### src/rtl/result_collector_pkg.sv
// result_collector shared types and helpers.
// Also used by the scheduler for counter sizing.
package result_collector_pkg;

  typedef enum logic [1:0] {
    IDLE,
    COLLECT,
    DRAIN,
    DONE
  } rc_state_e;

  // Width of one packed result row.
  function automatic int row_w(input int n, input int dw);
    return n * dw;
  endfunction

  // Counter width able to hold 0..n inclusive.
  function automatic int cnt_w(input int n);
    return $clog2(n) + 1;
  endfunction

endpackage

### src/rtl/result_row_fifo.sv
// Aligned-row FIFO, show-ahead head on rdata.
// A push into a full FIFO lands only if a pop frees the slot.
module result_row_fifo #(
  parameter int WIDTH = 64,
  parameter int DEPTH = 4
) (
  input  logic                   clk,
  input  logic                   reset,
  input  logic                   flush,
  input  logic                   push,
  input  logic                   pop,
  input  logic [WIDTH-1:0]       wdata,
  output logic [WIDTH-1:0]       rdata,
  output logic                   full,
  output logic                   empty,
  output logic [$clog2(DEPTH):0] level
);

  localparam int AW = $clog2(DEPTH);

  logic [AW:0]      wptr_q, wptr_d;
  logic [AW:0]      rptr_q, rptr_d;
  logic [WIDTH-1:0] mem_q [DEPTH];
  logic [WIDTH-1:0] mem_d [DEPTH];
  logic             wr, rd;

  assign empty = wptr_q == rptr_q;
  assign full  = (wptr_q[AW] != rptr_q[AW])
              && (wptr_q[AW-1:0] == rptr_q[AW-1:0]);
  assign level = wptr_q - rptr_q;
  assign rdata = mem_q[rptr_q[AW-1:0]];
  assign wr    = push && (!full || pop);
  assign rd    = pop && !empty;

  // Next pointers and storage; flush wins.
  always_comb begin
    wptr_d = wptr_q;
    rptr_d = rptr_q;
    mem_d  = mem_q;
    if (flush) begin
      wptr_d = '0;
      rptr_d = '0;
    end else begin
      if (wr) begin
        mem_d[wptr_q[AW-1:0]] = wdata;
        wptr_d = wptr_q + 1'b1;
      end
      if (rd) begin
        rptr_d = rptr_q + 1'b1;
      end
    end
  end

  // State registers.
  always_ff @(posedge clk or posedge reset) begin
    if (reset) begin
      wptr_q <= '0;
      rptr_q <= '0;
      mem_q  <= '{default: '0};
    end else begin
      wptr_q <= wptr_d;
      rptr_q <= rptr_d;
      mem_q  <= mem_d;
    end
  end

endmodule

### src/rtl/result_collector.sv
// Deskews systolic-array outputs into rows, buffers and streams them.
// Optional RESULT_COLLECTOR_ROW_TAG_EN adds out_row_idx.
module result_collector
  import result_collector_pkg::*;
#(
  parameter int MATRIX_SIZE = 2,
  parameter int DATA_SIZE   = 32,
  parameter int FIFO_DEPTH  = 4
) (
  input  logic                           clk,
  input  logic                           reset,
  input  logic                           general_enable,
  input  logic                           start,
  input  logic [MATRIX_SIZE*DATA_SIZE-1:0] psum_in,
  input  logic [MATRIX_SIZE-1:0]         psum_valid,
  output logic [MATRIX_SIZE*DATA_SIZE-1:0] out_data,
  output logic                           out_valid,
  input  logic                           out_ready,
  output logic                           done,
  output logic                           overflow,
  output logic                           skew_err
`ifdef RESULT_COLLECTOR_ROW_TAG_EN
  ,
  output logic [$clog2(MATRIX_SIZE)-1:0] out_row_idx
`endif
);

  localparam int ROW_W = row_w(MATRIX_SIZE, DATA_SIZE);
  localparam int CW    = cnt_w(MATRIX_SIZE);
  localparam int LW    = $clog2(FIFO_DEPTH) + 1;
  localparam logic [CW-1:0] N_C = CW'(MATRIX_SIZE);
`ifdef RESULT_COLLECTOR_ROW_TAG_EN
  localparam int IW = $clog2(MATRIX_SIZE);
  localparam int FW = ROW_W + IW;
`else
  localparam int FW = ROW_W;
`endif

  function automatic logic [CW-1:0] sat_inc(input logic [CW-1:0] v);
    return (v == N_C) ? v : v + 1'b1;
  endfunction

  logic [MATRIX_SIZE-1:0][DATA_SIZE-1:0] al_data;
  logic [MATRIX_SIZE-1:0]                al_vld;
  logic                                  row_vld, skew_now;

  rc_state_e     state_q, state_d;
  logic [CW-1:0] rows_in_q, rows_in_d;
  logic [CW-1:0] rows_out_q, rows_out_d;
  logic          ovf_q, ovf_d;
  logic          skew_q, skew_d;

  logic          push, pop, flush;
  logic          full, empty, empty_next;
  logic [LW-1:0] level;
  logic [FW-1:0] wdata, rdata;

  // Column j waits MATRIX_SIZE-1-j enabled cycles.
  for (genvar j = 0; j < MATRIX_SIZE; j++) begin : g_col
    localparam int D = MATRIX_SIZE - 1 - j;
    if (D == 0) begin : g_pass
      assign al_data[j] = psum_in[j*DATA_SIZE +: DATA_SIZE];
      assign al_vld[j]  = psum_valid[j];
    end else begin : g_dly
      logic [DATA_SIZE-1:0] dat_q [D];
      logic [DATA_SIZE-1:0] dat_d [D];
      logic [D-1:0]         vld_q, vld_d;

      // Shift one stage per enabled cycle.
      always_comb begin
        dat_d = dat_q;
        vld_d = vld_q;
        if (general_enable) begin
          dat_d[0] = psum_in[j*DATA_SIZE +: DATA_SIZE];
          vld_d[0] = psum_valid[j];
          for (int k = 1; k < D; k++) begin
            dat_d[k] = dat_q[k-1];
            vld_d[k] = vld_q[k-1];
          end
        end
      end

      // Delay-line registers.
      always_ff @(posedge clk or posedge reset) begin
        if (reset) begin
          dat_q <= '{default: '0};
          vld_q <= '0;
        end else begin
          dat_q <= dat_d;
          vld_q <= vld_d;
        end
      end

      assign al_data[j] = dat_q[D-1];
      assign al_vld[j]  = vld_q[D-1];
    end
  end

  assign row_vld  = al_vld[0];
  assign skew_now = |(al_vld ^ {MATRIX_SIZE{al_vld[0]}});

  assign out_valid  = !empty && general_enable;
  assign pop        = out_valid && out_ready;
  assign empty_next = empty || (level == LW'(1) && pop);
  assign out_data   = rdata[ROW_W-1:0];
  assign done       = state_q == DONE;
  assign overflow   = ovf_q;
  assign skew_err   = skew_q;

`ifdef RESULT_COLLECTOR_ROW_TAG_EN
  assign wdata       = {rows_in_q[IW-1:0], al_data};
  assign out_row_idx = rdata[ROW_W +: IW];
`else
  assign wdata = al_data;
`endif

  result_row_fifo #(
    .WIDTH (FW),
    .DEPTH (FIFO_DEPTH)
  ) u_fifo (
    .clk   (clk),
    .reset (reset),
    .flush (flush),
    .push  (push),
    .pop   (pop),
    .wdata (wdata),
    .rdata (rdata),
    .full  (full),
    .empty (empty),
    .level (level)
  );

  // FSM next state, counters, sticky flags.
  always_comb begin
    state_d    = state_q;
    rows_in_d  = rows_in_q;
    rows_out_d = rows_out_q;
    ovf_d      = ovf_q;
    skew_d     = skew_q;
    push       = 1'b0;
    flush      = 1'b0;
    if (general_enable) begin
      if (skew_now) skew_d = 1'b1;
      if (pop) rows_out_d = sat_inc(rows_out_q);
      unique case (state_q)
        COLLECT: begin
          if (row_vld) begin
            push      = 1'b1;
            rows_in_d = sat_inc(rows_in_q);
            if (full && !pop) ovf_d = 1'b1;
            if (rows_in_d == N_C) state_d = DRAIN;
          end
        end
        DRAIN: begin
          if (row_vld) skew_d = 1'b1;
          if (rows_out_d == N_C || (ovf_q && empty_next))
            state_d = DONE;
        end
        default: ;
      endcase
    end
    if (start) begin
      state_d    = COLLECT;
      rows_in_d  = '0;
      rows_out_d = '0;
      ovf_d      = 1'b0;
      skew_d     = 1'b0;
      flush      = 1'b1;
    end
  end

  // Control registers.
  always_ff @(posedge clk or posedge reset) begin
    if (reset) begin
      state_q    <= IDLE;
      rows_in_q  <= '0;
      rows_out_q <= '0;
      ovf_q      <= 1'b0;
      skew_q     <= 1'b0;
    end else begin
      state_q    <= state_d;
      rows_in_q  <= rows_in_d;
      rows_out_q <= rows_out_d;
      ovf_q      <= ovf_d;
      skew_q     <= skew_d;
    end
  end

endmodule

### config.mk
export PLATFORM = sky130hd
export DESIGN_NAME = result_collector
export DESIGN_NICKNAME = d
export VERILOG_FILES = /design/src/rtl/result_collector_pkg.sv /design/src/rtl/result_row_fifo.sv /design/src/rtl/result_collector.sv
export SDC_FILE = /design/constraint.sdc
export NUM_CORES = 1
export LEC_CHECK = 0
export ABC_CLOCK_PERIOD_IN_PS = 12000
export BUFFER_PORTS_ARGS = -buffer_cell sky130_fd_sc_hd__clkbuf_2
export CORE_MARGIN = 4
export CORE_UTILIZATION = 50
export CTS_CLUSTER_DIAMETER = 30
export DETAILED_ROUTE_END_ITERATION = 6
export GPL_ROUTABILITY_DRIVEN = 1
export PLACE_DENSITY = 0.69
export SYNTH_ARGS = -nofsm -noshare
export SYNTH_HDL_FRONTEND = slang
export SYNTH_SLANG_ARGS = --single-unit
### constraint.sdc
create_clock -name clk -period 12 [get_ports clk]
set_clock_uncertainty 0.1 [all_clocks]
set_input_delay 1.2 -clock clk [delete_from_list [all_inputs] [get_ports clk]]
set_output_delay 1.2 -clock clk [all_outputs]
set_load 0.01 [all_outputs]
Word-level counts from Yosys, hierarchy flattened. Index checks and enable logic that the tools add are counted. Widths: inputs -> output; s select.

Register bits: 303. Input port bits: 71. Output and inout bits: 68. Word-level logic and storage cells: 106.

Add/sub/neg operators: 5. Magnitude comparators: 3. Equality and inequality tests: 14. Mux-type cells: 40. Bitwise gates (word level): 4. Reduce and logical (&&, ||, !) cells: 27.

Operator list (count): $bwmux 256 (1); $mux 64 (3); $bmux 64 s2 (1); $demux 64 s2 (1); $mux 2 (15); $mux 1 (14); $eq 2x2->1 const B (6); $mux 3 (4); $reduce_bool 2->1 (6); $logic_and 1x1->1 (9); $ne 3x3->1 const B (3); $add 3x1->3 const B (2); $ge 3x3->1 const B (2); $not 2->3 (2); $reduce_and 5->1 (1); $add 2x1->2 const B (2); $pmux 2 s2 (1); $reduce_and 4->1 (1); $eq 3x1->1 const B (1); $eq 3x3->1 (1); $logic_not 1->1 (3); $logic_or 1x1->1 (3); $lt 3x1->1 const B (1); $reduce_and 3->1 (1); other kinds (9) (9).

Logic depth before layout (Yosys ltp). Gate-level depths: netlist of run 1.

Depth in word-level cells: 12. Depth in mapped cells: 9. Gate-level depth less buffers: 6.

Modules after synthesis. From an unflattened synthesis of run 1, not the netlist that was laid out.

Cell total of the unflattened synthesis: 794. Area total of the unflattened synthesis: 13626.8 um^2.

Modules (own cells, without submodules): result_row_fifo (instances 1, cells an instance 671, area each 11955.2 um^2, seq. area each 6556.3 um^2); result_collector (instances 1, cells an instance 123, area each 1671.6 um^2, seq. area each 1026.0 um^2).

Least setup slack after synthesis of run 1. No wires, ideal clock.

Kind: in2out. Start point: input port general_enable. End point: output port out_valid. Arrival: 2044 ps. Required time: 10700 ps. Setup slack: 8656 ps. Stages: 3. Buffers on the path: 2. Cell sequence: clkbuf_1 -> clkbuf_1 -> o21a_1.

Longest elaborated chain between the ends: 1.

RTL lines: from (decl) (line result_collector.sv:12) `input logic general_enable,`; $logic_and 1x1->1 (line result_collector.sv:102) `assign out_valid = !empty && general_enable;`; to (decl) (line result_collector.sv:17) `output logic out_valid,`.

Every way passes these cells.

Worst setup path after layout of run 1.
Start point: register u_fifo.rptr_q[1]. End point: output port out_data[19].

Longest elaborated chain between the ends: 4.

RTL lines: from (decl) (line result_row_fifo.sv:22) `logic [AW:0] rptr_q, rptr_d;`; from (signal assigned) (line result_row_fifo.sv:62) `rptr_q <= rptr_d;`; $not 2->3 (implied by the code) (line result_row_fifo.sv:31) `assign rdata = mem_q[rptr_q[AW-1:0]];`; $bmux 64 s2 (line result_row_fifo.sv:31); $mux 64 (implied by the code) (2 in a row) (line result_row_fifo.sv:31); to (decl) (line result_collector.sv:16) `output logic [MATRIX_SIZE*DATA_SIZE-1:0] out_data,`.

Every way passes these cells. The select of a mux whose other input is x is not followed.

==> qor.yml, run 1 <==
worstPathRequired_ps: 10700
setup_viol: 0
yosys_most_used_dff: "dfrtp_1"
die_area_sq_mm: 0.0296
power_density_mw_per_mm2: 239
cp_top_family: "buffers and inverters"
ioPinCount: 139
track_usage_pct: 18.6
yosysSeqAreaShare_pct: 56.4
period_needed_ps: 4160
worstPathCellList: "buf_4 > mux4_2 > clkbuf_2"
worstHoldPathType: "flop to flop"
cp_slowest_cell: "dfrtp_4"
antenna_found_initial: 1
ir_worst_vdd_mv: 0.128
crit_buf_inv: 2
numCtsBuffers: 61
clock_latency_ps: 560
synthTopCellsByArea: "dfrtp_1, mux2_2, mux4_2"
vias: 7279
core_area_sq_mm: 0.0263
cts_max_level: 2
layout_commonest_cell: "dfrtp_1"
grt_max_degree: 165
finalCritPeriodShare_pct: 34.6
status: "finished clean"
fin_nets: 1021
netlist_area_sq_mm: 0.0134
die_w_um: 172
drcViolationCount: 0
synth_area_per_cell_sq_um: 17.3
crit_cells: 3
grt_pass1_vias: 7998
synth_edf_count: 0
tightest_slew_ps: 997
yosysTopAreaCell: "dfrtp_1"
cts_hold_buf: 0
cts-root-buf: "clkbuf_16"
relSlewSlack_pct: 33.6
drt_first_pass_iters: 4
clk_pin_slew_worst_paths_ps: 50
ys_warn_count: 0
dp_hpwl_um: 15200
die_h_um: 172
syn_inst: 775
power_leakage_nw: 7.98
mappedNetlistNets: 856
hold_violations: 0
antenna_left: 0
r2r_cells: 7
maxCapViolations: 0
overflow: 0
post_cts_buffers: 0
slowest_delay_ps: 790
worstPathMaxFanout: 35
worst-setup-path-type: "flop to output port"
fin_setup_tns_ps: 0
critPathArrivalTime_ps: 2860
endpoint_kind: "output port"
final_cell_mix: "dfrtp_1, mux2_2, clkbuf_2"
area_growth_pct: 22.6
fin_area_sq_mm: 0.0165
drive_gt1_share_pct: 62.1
cts.sinks: 303
viasPerCell: 5.50
rsz0062_at_grt: "false"
cts_buffer_depth: 3
wire_per_inst_um: 20.3
placedInstanceArea_sq_mm: 0.0143
totalWireLength_um: 26800
max_freq_mhz: 241
routabilityCongestion: 0.726
rows: 59
netlist-cell-type-count: 37
r2r_slack_ps: 8480
synth_seq_cells: 303
initial_core_util_pct: 51.1
port_buffers: 138
p_total_w: 0.00394
timing.hold.ws_ps: 395
cts_tree: "done"
synth_top_area_share_pct: 56.4
grt_pass1_wl_um: 43400
finish.utilization_pct: 62.7
cts.repair.resized: 0
synth-async-reset-ratio_pct: 100
worst_hold_path.num_cells: 1
start_kind: "flop"
final_max_slew_viol_count: 0
drt_iter0_markers: 342
==> report_power, final <==
group          total (W)  internal [W]  leakage, nW  switching (W)
logic           0.000755      0.000464         2.99       0.000291
clock network    0.00176       0.00123         1.04       0.000531
registers        0.00143       0.00128         3.95       0.000143
total            0.00394       0.00298         7.98       0.000965
==> cell families after synthesis <==
kind of cell / after synthesis / share of synthesized area, %
compound gates: 14 / 0.885
xor+xnor: 5 / 0.382
fa+ha+maj: 10 / 0.987
buf+inv: 53 / 2.85
flops: 303 / 56.4
mux: 359 / 37.0
simple gates: 31 / 1.44
==> per-stage QoR <==
step,setup slack (ps),instances
3_3_place_gp,7820,1212
4_1_cts,7750,1323
5_1_grt,7650,1324
2_1_floorplan,2330,775
6_report,7840,1324
3_5_place_dp,7780,1212
==> worst paths after layout <==
check,start,endpoint
max in group asynchronous,reset,u_fifo.rptr_q[1]
setup / recovery,u_fifo.rptr_q[1],out_data[19]
min in group asynchronous,reset,g_col[0].g_dly.dat_q[12]
hold / removal,u_fifo.mem_q[114],u_fifo.mem_q[114]
hold reg to reg,u_fifo.mem_q[114],u_fifo.mem_q[114]
setup reg to reg,u_fifo.rptr_q[1],u_fifo.mem_q[176]
==> synthesized netlist by cell type, drive strengths merged, types with 3 or more instances <==
cell	number
mux4	64
and2	3
buf	30
inv	9
mux2i	6
mux2	289
nor2	13
clkbuf	14
nand2	7
dfrtp	303
xor2	3
ha	9
==> routing by layer <==
metal	track usage, %	part of all wire (%)	vias to the layer above
met1	25.8	45	3832
li1	-	-	3250
met3	4.05	5.0	38
met2	29.8	48	159
met4	5.30	1.8	0
met5	0	0	-
==> layout make-up <==
| type | count | area [sq um] |
|---|---|---|
| fillers | 1970 | 9810 |
| clock inverters | 34 | 514 |
| repair buffers | 146 | 763 |
| clock buffers | 77 | 1670 |
| inverters | 9 | 41.3 |
| diodes | 1 | 2.50 |
| well taps | 335 | 419 |
| flip-flops and latches | 303 | 7590 |
| multi-input cells | 419 | 5470 |
==> state kept, by name, indices dropped and copies added (netlist names) <==
register           cells
u_fifo.mem_q         256
g_col.g_dly.dat_q     32
u_fifo.rptr_q          3
u_fifo.wptr_q          3
rows_in_q              2
rows_out_q             2
state_q                2
g_col.g_dly.vld_q      1
overflow               1
skew_err               1
(Power assumes the default switching activity.)
==> run 2, diff against run 1 <==
- ABC_CLOCK_PERIOD_IN_PS: 12000 -> 4000
- clock period: 12 -> 4 ns (I/O delays scaled with it)
==> qor.yml, run 2 (synthesis results as in run 1) <==
status: "finished clean"
dp_hpwl_um: 16200
port_buffers: 138
layout_commonest_cell: "dfrtp_1"
drt_first_pass_iters: 4
clock_latency_ps: 540
power_density_mw_per_mm2: 720
maxCapViolations: 0
p_switching_w: 0.00307
die_w_um: 172
antenna_left: 0
combPwrFrac_pct: 19.0
critPathArrivalTime_ps: 2890
clk_pin_slew_worst_paths_ps: 50
worst-setup-path-type: "flop to output port"
max_freq_mhz: 295
cts_max_level: 3
drive_gt1_share_pct: 61.0
finish.utilization_pct: 65.0
die_h_um: 172
routabilityCongestion: 0.699
viasPerCell: 5.52
drt_iter0_markers: 285
grt_pass1_wl_um: 44600
relSlewSlack_pct: 52.7
grt_pass1_vias: 8303
fin_setup_tns_ps: 0
rsz0062_at_grt: "false"
numCtsBuffers: 67
cts_buffer_depth: 3
ioPinCount: 139
largest-register: "u_fifo.mem_q"
area_growth_pct: 27.1
regArea_sq_mm: 0.00759
worstHoldPathType: "input port to flop"
n_antenna_cell: 0
internal-power_w: 0.00924
cts.sinks: 303
core_area_sq_mm: 0.0263
cts_tree: "done"
period_needed_ps: 3390
wire_per_inst_um: 20.0
tightest_slew_ps: 710
rows: 59
initial_core_util_pct: 51.1
multiInputGateArea_sq_mm: 0.00547
drcViolationCount: 0
switching_share_pct: 24.9
worstPathRequired_ps: 3500
endpoint_kind: "output port"
start_kind: "flop"
setup_viol: 0
power_leakage_nw: 8.25
totalWireLength_um: 27400
seqPwrFrac_pct: 34.8
vias: 7541
overflow: 0
reg.largest.list: "u_fifo.mem_q (256), g_col.g_dly.dat_q (32)"
nFillCells: 1876
cts.repair.resized: 0
final_max_slew_viol_count: 0
final_cell_mix: "dfrtp_1, mux2_2, clkbuf_2"
grt_max_degree: 125
cts-root-buf: "clkbuf_16"
worstPathMaxFanout: 40
clkPwrFrac_pct: 46.2
hold_violations: 0
largest_reg_flops: 256
ir_worst_vdd_mv: 0.432
track_usage_pct: 19.1
fin_nets: 1061
die_area_sq_mm: 0.0296
antenna_found_initial: 0
finalCritPeriodShare_pct: 84.7
==> run 2: per-stage QoR <==
stage	hold slack, ps	setup WS (ps)	instances	area (sq um)	total power (W)
3_5_place_dp	227	1060	1216	14400	0.00664
2_1_floorplan	374	-529	775	13400	0.00584
5_1_grt	21.4	433	1367	17100	0.0129
6_report	35.9	613	1367	17100	0.0123
3_3_place_gp	226	1110	1216	14400	0.00656
4_1_cts	13.4	528	1367	17100	0.0125
==> run 2: critical path, cell delays in order (launching register included) <==
cell	delay [ps]
dfrtp_4	400
buf_4	470
buf_4	670
mux4_2	620
clkbuf_2	150
==> run 2: path summary, 6_finish.rpt <==
path	startpoint	endpoint	slack, ps	cells after the start
min in group asynchronous	reset	g_col[0].g_dly.dat_q[14]	230	3
hold / removal	psum_in[58]	u_fifo.mem_q[186]	40	2
setup / recovery	u_fifo.rptr_q[1]	out_data[31]	610	4
hold reg to reg	u_fifo.mem_q[73]	u_fifo.mem_q[73]	400	1
setup reg to reg	u_fifo.wptr_q[0]	u_fifo.mem_q[16]	1110	7
max in group asynchronous	reset	g_col[0].g_dly.dat_q[3]	2650	4
==> run 2: layer usage <==
layer | vias to the layer above | GRT usage, % | wire, um
met1 | 4000 | 25.6 | 12000
met3 | 47 | 4.48 | 1460
li1 | 3311 | - | -
met2 | 183 | 31.4 | 13400
met4 | 0 | 5.91 | 527
met5 | - | 0 | 0
==> run 2: final cells by class <==
cell class | count | share of cell area, %
flip-flops and latches | 303 | 44.4
multi-input cells | 419 | 32.0
clock buffers | 84 | 11.0
repair buffers | 180 | 6.84
clock inverters | 37 | 3.05
well taps | 335 | 2.45
inverters | 9 | 0.220
==> run 2: power groups by stage <==
stage	registers (W)	clock network, W	logic [W]
floorplan	0.00415	0	0.00169
global placement	0.00427	0	0.00228
detailed placement	0.00430	0	0.00234
CTS	0.00428	0.00581	0.00238
global route	0.00437	0.00599	0.00252
finish	0.00428	0.00569	0.00234
==> run 2: repair_timing <==
action / CTS / global route
setup buffers: 0 / 0
endpoints found under the hold margin: 76 / 0
hold buffers: 30 / 0
